**config.mk**
```make
export PLATFORM = sky130hd
export DESIGN_NAME = operation_encoder
export DESIGN_NICKNAME = d
export VERILOG_FILES = /design/src/rtl/operation_encoder.sv
export SDC_FILE = /design/constraint.sdc
export NUM_CORES = 1
export LEC_CHECK = 0
export ABC_CLOCK_PERIOD_IN_PS = 3500
export CORE_ASPECT_RATIO = 1.1
export CORE_MARGIN = 1
export CORE_UTILIZATION = 46
export CTS_BUF_LIST = sky130_fd_sc_hd__clkbuf_8
export CTS_CLUSTER_SIZE = 8
export DETAILED_ROUTE_END_ITERATION = 7
export SLEW_MARGIN = 25
export SYNTH_ARGS = -nofsm -noshare
export SYNTH_HDL_FRONTEND = slang
export SYNTH_SLANG_ARGS = --single-unit
```
**constraint.sdc**
```tcl
create_clock -name clock -period 3.5 [get_ports clock]
set_clock_uncertainty 0.2 [all_clocks]
set_input_delay 0.7 -clock clock [delete_from_list [all_inputs] [get_ports clock]]
set_output_delay 0.7 -clock clock [all_outputs]
set_load 0.005 [all_outputs]
```
**src/rtl/operation_encoder.sv**
```systemverilog
`default_nettype none
// +------------------------------------------------------------------------+
// | operation_encoder: synchronises and debounces five buttons and turns   |
// | them into a per-frame command vector latched on each vsync rising edge.|
// | Optional auto-repeat for RIGHT/LEFT/DOWN: define OPERATION_AUTOREPEAT_EN|
// | Revision: 1.0                                                          |
// +------------------------------------------------------------------------+
module operation_encoder #(
  parameter int DEBOUNCE_CYCLES = 50000,
  parameter int REPEAT_DELAY    = 12,
  parameter int REPEAT_RATE     = 3
) (
  input  logic       clock,
  input  logic       reset_n,
  input  logic [4:0] btn,
  input  logic       vsync,
  output logic [4:0] operation,
  output logic       frame_tick
);

  localparam logic [15:0] c_db_max = 16'(DEBOUNCE_CYCLES - 1);

  if (DEBOUNCE_CYCLES < 1 || DEBOUNCE_CYCLES > 65535 ||
      REPEAT_DELAY < 1 || REPEAT_DELAY > 255 ||
      REPEAT_RATE < 1 || REPEAT_RATE > 255) begin : g_bad_cfg
    $error("operation_encoder: parameter out of range");
  end

  logic [4:0] btn_meta_q, btn_sync_q;
  logic       vs_meta_q, vs_sync_q, vs_prev_q, frame_tick_q;
  logic [4:0] level, press;
  logic [4:0] w_rep, w_events, w_load, operation_d;
  logic [4:0] pending_q, operation_q;

  always_ff @(posedge clock or negedge reset_n) begin
    if (!reset_n) begin
      btn_meta_q   <= '0;
      btn_sync_q   <= '0;
      vs_meta_q    <= 1'b0;
      vs_sync_q    <= 1'b0;
      vs_prev_q    <= 1'b0;
      frame_tick_q <= 1'b0;
    end else begin
      btn_meta_q   <= btn;
      btn_sync_q   <= btn_meta_q;
      vs_meta_q    <= vsync;
      vs_sync_q    <= vs_meta_q;
      vs_prev_q    <= vs_sync_q;
      frame_tick_q <= vs_sync_q & ~vs_prev_q;
    end
  end

  for (genvar i = 0; i < 5; i++) begin : g_btn
    logic [15:0] cnt_q;
    logic        level_q;
    logic        press_q;

    // press_q fires in the same clock the debounced level first reads high
    always_ff @(posedge clock or negedge reset_n) begin
      if (!reset_n) begin
        cnt_q   <= '0;
        level_q <= 1'b0;
        press_q <= 1'b0;
      end else begin
        press_q <= 1'b0;
        if (btn_sync_q[i] == level_q) begin
          cnt_q <= '0;
        end else if (cnt_q == c_db_max) begin
          cnt_q   <= '0;
          level_q <= btn_sync_q[i];
          press_q <= btn_sync_q[i];
        end else begin
          cnt_q <= cnt_q + 16'd1;
        end
      end
    end

    assign level[i] = level_q;
    assign press[i] = press_q;
  end

`ifdef OPERATION_AUTOREPEAT_EN
  typedef enum logic [1:0] {
    RPT_IDLE   = 2'd0,
    RPT_DELAY  = 2'd1,
    RPT_REPEAT = 2'd2
  } rpt_state_e;

  localparam logic [7:0] c_rpt_delay = 8'(REPEAT_DELAY);
  localparam logic [7:0] c_rpt_rate  = 8'(REPEAT_RATE);

  for (genvar i = 0; i < 3; i++) begin : g_rpt
    rpt_state_e state_q;
    logic [7:0] frm_cnt_q;
    logic       rep_q;

    always_ff @(posedge clock or negedge reset_n) begin
      if (!reset_n) begin
        state_q   <= RPT_IDLE;
        frm_cnt_q <= '0;
        rep_q     <= 1'b0;
      end else begin
        rep_q <= 1'b0;
        if (!level[i]) begin
          state_q   <= RPT_IDLE;
          frm_cnt_q <= '0;
        end else if (press[i]) begin
          state_q   <= RPT_DELAY;
          frm_cnt_q <= '0;
        end else begin
          case (state_q)
            RPT_DELAY: begin
              if (frm_cnt_q == c_rpt_delay) begin
                rep_q     <= 1'b1;
                state_q   <= RPT_REPEAT;
                frm_cnt_q <= '0;
              end else if (frame_tick_q) begin
                frm_cnt_q <= frm_cnt_q + 8'd1;
              end
            end
            RPT_REPEAT: begin
              if (frm_cnt_q == c_rpt_rate) begin
                rep_q     <= 1'b1;
                frm_cnt_q <= '0;
              end else if (frame_tick_q) begin
                frm_cnt_q <= frm_cnt_q + 8'd1;
              end
            end
            default: begin
              state_q   <= RPT_IDLE;
              frm_cnt_q <= '0;
            end
          endcase
        end
      end
    end

    assign w_rep[i] = rep_q;
  end
  assign w_rep[4:3] = 2'b00;
`else
  assign w_rep = '0;
`endif

  assign w_events = press | w_rep;
  assign w_load   = pending_q | w_events;

  // Opposing directions in one frame cancel each other out
  always_comb begin
    operation_d = w_load;
    if (w_load[0] && w_load[1]) begin
      operation_d[1:0] = 2'b00;
    end
  end

  always_ff @(posedge clock or negedge reset_n) begin
    if (!reset_n) begin
      pending_q   <= '0;
      operation_q <= '0;
    end else if (frame_tick_q) begin
      pending_q   <= '0;
      operation_q <= operation_d;
    end else begin
      pending_q   <= w_load;
    end
  end

  assign operation  = operation_q;
  assign frame_tick = frame_tick_q;

endmodule
`default_nettype wire

```
Word level (Yosys, flattened, before mapping):

Cells that the tools add are included.

* input bits: 8
* output and inout port bits: 6
* bits in latches: 0
* bits in read-only memories: 0
* bits in registers: 114
* word-level logic and storage cells: 74
* bits in writable memories: 0
* memories: 0

* multiplexer cells: 22
* order comparisons: 0
* reduce and logical (&&, ||, !) cells: 6
* bitwise operators: 8
* multipliers: 0
* div/mod/pow operators: 0
* $add $sub $neg: 5
* shift-type cells: 0
* equality and inequality tests: 10

Operators by type and width (count)
* 16-bit 2-to-1 mux: 10
* 16-bit by 1-bit adder with 16-bit output, second input constant: 5
* 16-bit equality test, second input constant: 5
* 1-bit 2-to-1 mux: 10
* 2-bit AND reduction: 5
* 1-bit NOT: 6
* 1-bit equality test: 5
* 5-bit 2-to-1 mux: 1
* 5-bit OR: 1
* 2-bit 2-to-1 mux: 1
* 1-bit AND: 1
* 1-bit logical AND: 1

Longest topological paths before layout:

Gate-level depths: netlist (run 1).

* word-level depth: 3
* depth in mapped cells: 6

Worst setup path after synthesis (run 1):

OpenSTA, ideal clock, no wires.

* kind: register -> register
* start point: reg g_btn[0].cnt_q[13]
* end point: reg g_btn[0].level_q
* buffers on the path: 0
* path slack: 1.448 ns
* setup time: 0.125 ns
* stages on the path, launching flop included: 4
* data required time: 3.175 ns
* arrival time: 1.727 ns
* clock period less this slack: 2.052 ns
* path through: dfrtp_1 or4b_1 or4_4 mux2_4

* word-level cells in the longest chain between the ends: 2

Ends and longest elaborated chain
* from (decl): line 54 `logic [15:0] cnt_q;`
* from (signal assigned): line 73 `cnt_q <= cnt_q + 16'd1;`
* 16-bit equality test: line 68 `end else if (cnt_q == c_db_max) begin`
* 2-bit AND reduction (no source line)
* to (signal assigned): line 70 `level_q <= btn_sync_q[i];`
* to (decl): line 55 `logic level_q;`

No other way between the ends.
A chain may end at the register's enable or synchronous reset.

Worst setup path after layout (run 1):

* start point: reg frame_tick_q (netlist: frame_tick)
* end point: out frame_tick

RTL lines
* from (decl): line 30 `logic vs_meta_q, vs_sync_q, vs_prev_q, frame_tick_q;`
* from (signal assigned): line 49 `frame_tick_q <= vs_sync_q & ~vs_prev_q;`
* to (decl): line 18 `output logic frame_tick`

No word-level cell between the ends.

==> results of run 1 <==
-- cells in the final DEF (no fill, tap or decap), types with 2 or more instances in the layout --
cell type,netlist,layout
nor4bb_1,8,8
nand2_1,16,16
xor2_1,14,14
clkinvlp_4,0,2
ha_1,5,5
xnor2_1,59,59
nor4b_1,3,3
nand4_1,26,26
bufinv_16,0,4
nand3_1,25,25
nor3_1,22,22
nor2_1,99,99
clkinv_2,0,4
inv_1,16,16
mux2_2,6,6
nor4_1,17,17
clkdlybuf4s50_1,0,12
dfrtp_1,114,114
or4b_1,2,2
and3_1,8,8
a21oi_1,5,5
clkbuf_8,0,21
nor3b_1,5,5
-- metal layers --
layer,track usage,part of all wire
met5,0,0
met2,0.259,0.46
met3,0.0649,0.037
met1,0.238,0.49
met4,0.0580,0.0097
-- worst register-to-register path, stage by stage (launching register included) --
cell	delay, ns
dfrtp_1	0.42
or4b_1	0.53
or4_4	0.54
mux2_4	0.31
-- worst paths after layout --
kind	to	slack (ns)
max reg2reg	g_btn[0].level_q	1.39
min	g_btn[3].cnt_q[13]	0.06
min reg2reg	btn_sync_q[0]	0.15
max in group asynchronous	g_btn[2].cnt_q[9]	2.29
min in group clock	btn_sync_q[0]	0.15
max	frame_tick	0.96
-- through the flow --
| stage | power (W) | hold WS (ns) | worst slack [ns] | cells | util |
|---|---|---|---|---|---|
| after CTS | 0.00285 | 0.0640 | 0.927 | 650 | 0.546 |
| after global placement | 0.00148 | 0.132 | 1.41 | 619 | 0.504 |
| after floorplan | 0.00143 | 0.131 | 1.45 | 469 | - |
| after detailed placement | 0.00148 | 0.135 | 1.39 | 619 | 0.504 |
| final | 0.00281 | 0.0594 | 0.957 | 650 | 0.546 |
| after global routing | 0.00293 | 0.0825 | 0.851 | 650 | 0.546 |
-- power groups by stage --
stage	logic (W)	clock network [W]	registers [W]
after floorplan	0.0000397	0	0.00139
after global routing	0.000103	0.00145	0.00137
after detailed placement	0.0000915	0	0.00139
after CTS	0.0000921	0.00139	0.00137
final	0.0000879	0.00135	0.00137
after global placement	0.0000913	0	0.00139
-- area by class of cell --
cell class | count | area share
tap | 143 | 0.0312
clock inverter | 10 | 0.0271
multi-input combinational | 332 | 0.357
clock buffer | 21 | 0.0504
timing repair buffer | 14 | 0.0258
sequential | 114 | 0.498
inverter | 16 | 0.0105
-- cells by family (layout without fill, tap and decap cells) --
kind of cell               Yosys count  after routing  share of synthesized area
and+or+nand+nor                    240            240                      0.245
DFF                                114            114                      0.571
xor gates and xnor gates            73             73                      0.128
buffers and inverters               23             61                     0.0188
AOI/OAI and AO/OA                    7              7                    0.00827
muxes                                7              7                     0.0165
adders and majority gates            5              5                     0.0125
-- state kept, by name (all words and copies together) (netlist names) --
| name | flops |
|---|---|
| operation | 5 |
| btn_meta_q | 5 |
| frame_tick | 1 |
| g_btn.press_q | 5 |
| pending_q | 5 |
| g_btn.cnt_q | 80 |
| g_btn.level_q | 5 |
| vs_prev_q | 1 |
| vs_meta_q | 1 |
| vs_sync_q | 1 |
| btn_sync_q | 5 |
==> results.md, run 1 <==
* Sw Pwr at around 0.00059 W
* Hold Buf Count CTS at 0
* Core area at 0.0105 mm^2
* ANT nets after route at 0
* Post-CTS sizing at 0
* Comb power frac at 0.031
* DRC violations left at 0
* Core Rows at 39
* Yosys Warn Count at 0
* Delay-heaviest family, CP: flip-flops
* Count of cell types in the netlist at 32
* Status: completed
* Final instance area at 0.00573 mm^2
* Slowest CP cell: dfrtp_1
* Htree depth at 4
* Setup TNS at 0 ns
* # nets final at between 500 and 600
* Period utilization at 0.726
* Gpl congestion at around 0.85
* CTS tree: done
* Initial cell density of the core at 0.476
* CTS Buf Count at 17
* Detailed Route Iter0 Violations at ~140
* Diode count at 0
* RSZ-0062 raised after global routing: no
* Peak Freq at 393 MHz
* Critical Path RT at 2.60 ns
* Total GRT Usage at 0.175
* Crit. Startpoint: frame_tick
* Clk pin slew, worst setup/hold paths at 0.06 ns
* Critical path depth at 1
* Relative slew slack at 0.627
* Vias per cell at 5.17
* PwrDens at 490 mW/mm^2
* Placed Area at 0.00529 mm^2
* Post-synth EDFFs at 0
* Multi-input logic area at a little over 0.002 mm^2
* Clock power share at 0.481
* Post-CTS Setup Bufs at 0
* Setup CP Type: register to output pin
* Via count at 3363
* Worst-Margin Slew at 0.559 ns
* Register area share after synthesis at 0.571
* Final WL at 8.47 mm
* Filler cells at 923
* Slew Limit Fails at 0
* Share of cells above drive strength 1 at 0.0868
* Post-route minimum period at about 2.5 ns
* Crit-path max FO at 14
* Worst path max stage delay at between 0.6 and 0.7 ns
* Top post-synthesis cells by area: dfrtp_1 57%, xnor2_1 10%, nor2_1 7.4%
* Type of origin of the critical path: register
* Die ar. at 0.0113 mm^2
* Drt pass-1 iters at 4
* CP bufs+invs at 1
* Number of global-route vias before repair at about 3300
* WL per Instance at 13.0 um
* Reg-to-Reg Start: g_btn[0].cnt_q[13]
* Cell breakdown of the critical path: clkdlybuf4s50_1
* Clk sinks at approximately 110
* Worst min-delay path category: primary input to asynchronous set/reset pin
* Top cell type by total area after synthesis: dfrtp_1
* Num ports at 14
* Cell Area, Synth at 0.00499 mm^2
* First-pass GRT wire length at 15.3 mm
* # port buffers at 13
* R2R cell count at 3
* P&R area growth vs syn at 14.8%
* Post-synthesis area per instance at 10.6 um^2
* Initial antenna violation count at 0
* CP arrival at 1.64 ns
* CP Capture Type: output pin
* Register area at about 0.0029 mm^2
* Max Root-Sink Buffers at 2
* Peak VDD IR at 303 uV
* Estimated wirelength of the detail-placed design at 5.60 mm
* Static leakage at 2.34 nW
* Final-report hold violation count at 0
* Syn Nets at 482
* FFs w/ async S/R, synth at 1.00
* CTS Root Cell: clkbuf_8
* Most frequent cell after synthesis: dfrtp_1
* Chip Height at 111 um
* Final setup violation count at 0
* Number of max-cap violations at 0
* Commonest cells in the synthesized netlist: 114 x dfrtp_1, 99 x nor2_1, 59 x xnor2_1
* Post-Syn Instances at between 400 and 500
* #FFs+latches synth at 114
* Share of power burned in registers at 0.487
* Top cell type's share of synthesized area at 0.571
* GRT overflow at 0
* Die Wd at between 100 and 150 um
* Primary FF master, synth: dfrtp_1
* Pint at 0.00222 W
* Net Sw Frac at 0.209
* Largest net degree at the start of global routing at 73
* Clk_lat worst skew at 0.43 ns
Note: power is estimated with default switching activity, not from simulation.
==> run 2: changes to the inputs <==
Settings changed: ABC_CLOCK_PERIOD_IN_PS 3500 to 2600.
Clock period 3.5 ns to 2.6 ns, I/O delays scaled along.
==> run 2 against run 1 <==
Register-to-register slack worse by 0.90 ns. Cell count increased by 0.77%. Via count fell by 0.86%. Non-clock buffer count grew 4.
==> results.md, run 2 (synthesis results as in run 1) <==
* Clk sinks at 114 (unchanged)
* Finished Core Util at 0.552 (+0.00549)
* Drt pass-1 iters at 6 (+2)
* RSZ-0062 raised after global routing: no
* Comb power frac at 0.034 (+0.003)
* Die Wd at 101 um (unchanged)
* Htree depth at 4 (unchanged)
* CTS tree: done
* Num ports at 14 (unchanged)
* Relative slew slack at 0.591 (-0.0362)
* Gpl congestion at 0.814 (-4.5%)
* First-pass GRT wire length at 15.4 mm (+0.81%)
* Setup WS pre-CTS at 0.505 ns (-0.890 ns)
* Reg-to-Reg Start: g_btn[0].cnt_q[13]
* DRC violations left at 0 (unchanged)
* Worst hold start: vs_meta_q
* Crit. Startpoint: frame_tick
* Peak VDD IR at 354 uV (+17%)
* Chip Height at 111 um (unchanged)
* Cell breakdown of the critical path: buf_4, clkdlybuf4s50_1
* Register name with the most flops: g_btn.cnt_q
* GRT overflow at 0 (unchanged)
* ANT nets after route at 0 (unchanged)
* Diode count at 0 (unchanged)
* Final-report hold violation count at 0 (unchanged)
* Pint at 0.00303 W (+36%)
* CTS Buf Count at 17 (unchanged)
* Setup slack after layout at 0.397 ns (-0.561 ns)
* Commonest cells after routing, fill and taps aside: 114 x dfrtp_1, 99 x nor2_1, 59 x xnor2_1, 26 x nand4_1, 25 x nand3_1
* Dpl cells at 622 (+0.48%)
* Non-filler cells, final at 655 (+0.77%)
* Core Rows at 39 (unchanged)
* Estimated wirelength of the detail-placed design at 5.63 mm (+0.52%)
* Share of cells above drive strength 1 at 0.0918 (+0.00501)
* Die ar. at 0.0113 mm^2 (unchanged)
* Core area at 0.0105 mm^2 (unchanged)
* # port buffers at 13 (unchanged)
* Max reg flops at 80 (unchanged)
* CP bufs+invs at 2 (+1)
* Worst path max stage delay at 0.53 ns (-0.10 ns)
* Max Root-Sink Buffers at 2 (unchanged)
* P&R area growth vs syn at 15.9%
* Net Sw Frac at 0.209 (+0.000583)
* Setup CP Type: register to output pin
* Total GRT Usage at 0.178 (+0.00239)
* Filler cells at 918 (-0.54%)
* Reg2reg setup slack at 0.49 ns (-0.90 ns)
* PwrDens at 661 mW/mm^2 (+35%)
* Share of power burned in registers at 0.480 (-0.007)
* Delay-heaviest family, CP: buffers and inverters
* Crit-path max FO at 14 (unchanged)
* Initial cell density of the core at 0.476 (unchanged)
* WL per Instance at 13.0 um (-0.28%)
* Vias per cell at 5.09 (-1.6%)
* WHS at 0.148 ns (+0.0887 ns)
* Clk pin slew, worst setup/hold paths at 0.06 ns (about the same)
* Sw Pwr at 0.000801 W (+37%)
* Final WL at 8.51 mm (+0.48%)
* Largest net degree at the start of global routing at 47 (-36%)
* Slew Limit Fails at 0 (unchanged)
* Clk_lat worst skew at 0.43 ns (about the same)
* CTS Root Cell: clkbuf_8
* Number of max-cap violations at 0 (unchanged)
* CP Capture Type: output pin
* Clock power share at 0.486 (+0.005)
* Setup TNS at 0 ns (unchanged)
* Detailed Route Iter0 Violations at 152 (+6.3%)
* Static leakage at 2.37 nW (+1.4%)
* Type of origin of the critical path: register
* Number of global-route vias before repair at 3432 (+3.1%)
* Initial antenna violation count at 0 (unchanged)
* Critical Path RT at 1.88 ns (-0.72 ns)
* Status: completed
* CP arrival at 1.48 ns (-0.16 ns)
* Post-route minimum period at 2.20 ns
* Slowest CP cell: clkdlybuf4s50_1
* Via count at 3334 (-0.86%)
* # nets final at 512 (+0.79%)
* Worst-Margin Slew at 0.613 ns (+0.0544 ns)
* Peak Freq at 454 MHz
* Post-CTS sizing at 0 (unchanged)
* Worst min-delay path category: register to register
* Final setup violation count at 0 (unchanged)
* Most common cell after layout, fill and taps aside: dfrtp_1
* Period utilization at 0.847
==> run 2: cell count changes in the layout (fill, tap and decap cells not counted) <==
cell	before	now
buf_4	1	3
clkbuf_8	21	22
clkinv_2	4	3
inv_1	16	17
dlygate4sd3_1	0	1
buf_12	1	2
==> run 2: timing repair <==
item | in CTS | in global routing
hold endpoints to repair | 43 | 0
buffers inserted | 0 | 0
hold buffers | 1 | 0
==> run 2: power groups by stage <==
stage | clock network (W) | registers [W] | logic [W]
after floorplan | 0 | 0.00187 | 0.0000534
after global placement | 0 | 0.00187 | 0.000131
after detailed placement | 0 | 0.00187 | 0.000132
after CTS | 0.00191 | 0.00184 | 0.000135
after global routing | 0.00199 | 0.00184 | 0.000150
final | 0.00186 | 0.00184 | 0.000129
==> run 2: path summary, 6_finish.rpt <==
path | to | cells after the start
worst max-delay path | frame_tick | 2
worst min-delay path | vs_sync_q | 0
worst max register to register | g_btn[0].level_q | 3
worst min register to register | vs_sync_q | 0
max in group asynchronous | g_btn[4].cnt_q[8] | 3
min in group asynchronous | g_btn[1].cnt_q[15] | 2
==> run 2: cell type report <==
cell class	instances	area (um^2)	share of cell area
Sequential cell	114	2850	0.493
Multi-Input combinational cell	332	2050	0.354
Clock buffer	22	303	0.0523
Timing Repair Buffer	18	193	0.0333
Tap cell	143	179	0.0309
Clock inverter	10	154	0.0266
Inverter	16	60.1	0.0104
==> run 2: stage by stage <==
step           total power [W]  cell area, um^2
3_5_place_dp           0.00200             5320
3_3_place_gp           0.00200             5320
2_1_floorplan          0.00192             4990
6_report               0.00383             5790
5_1_grt                0.00398             5790
4_1_cts                0.00388             5790
==> run 2: metal layers <==
layer  vias up  global-route usage  part of all wire
met5         -                   0                 0
met4         0              0.0792             0.018
met3        12              0.0549             0.026
met2        34               0.268              0.45
met1      1616               0.234              0.51
li1       1672                   -                 -
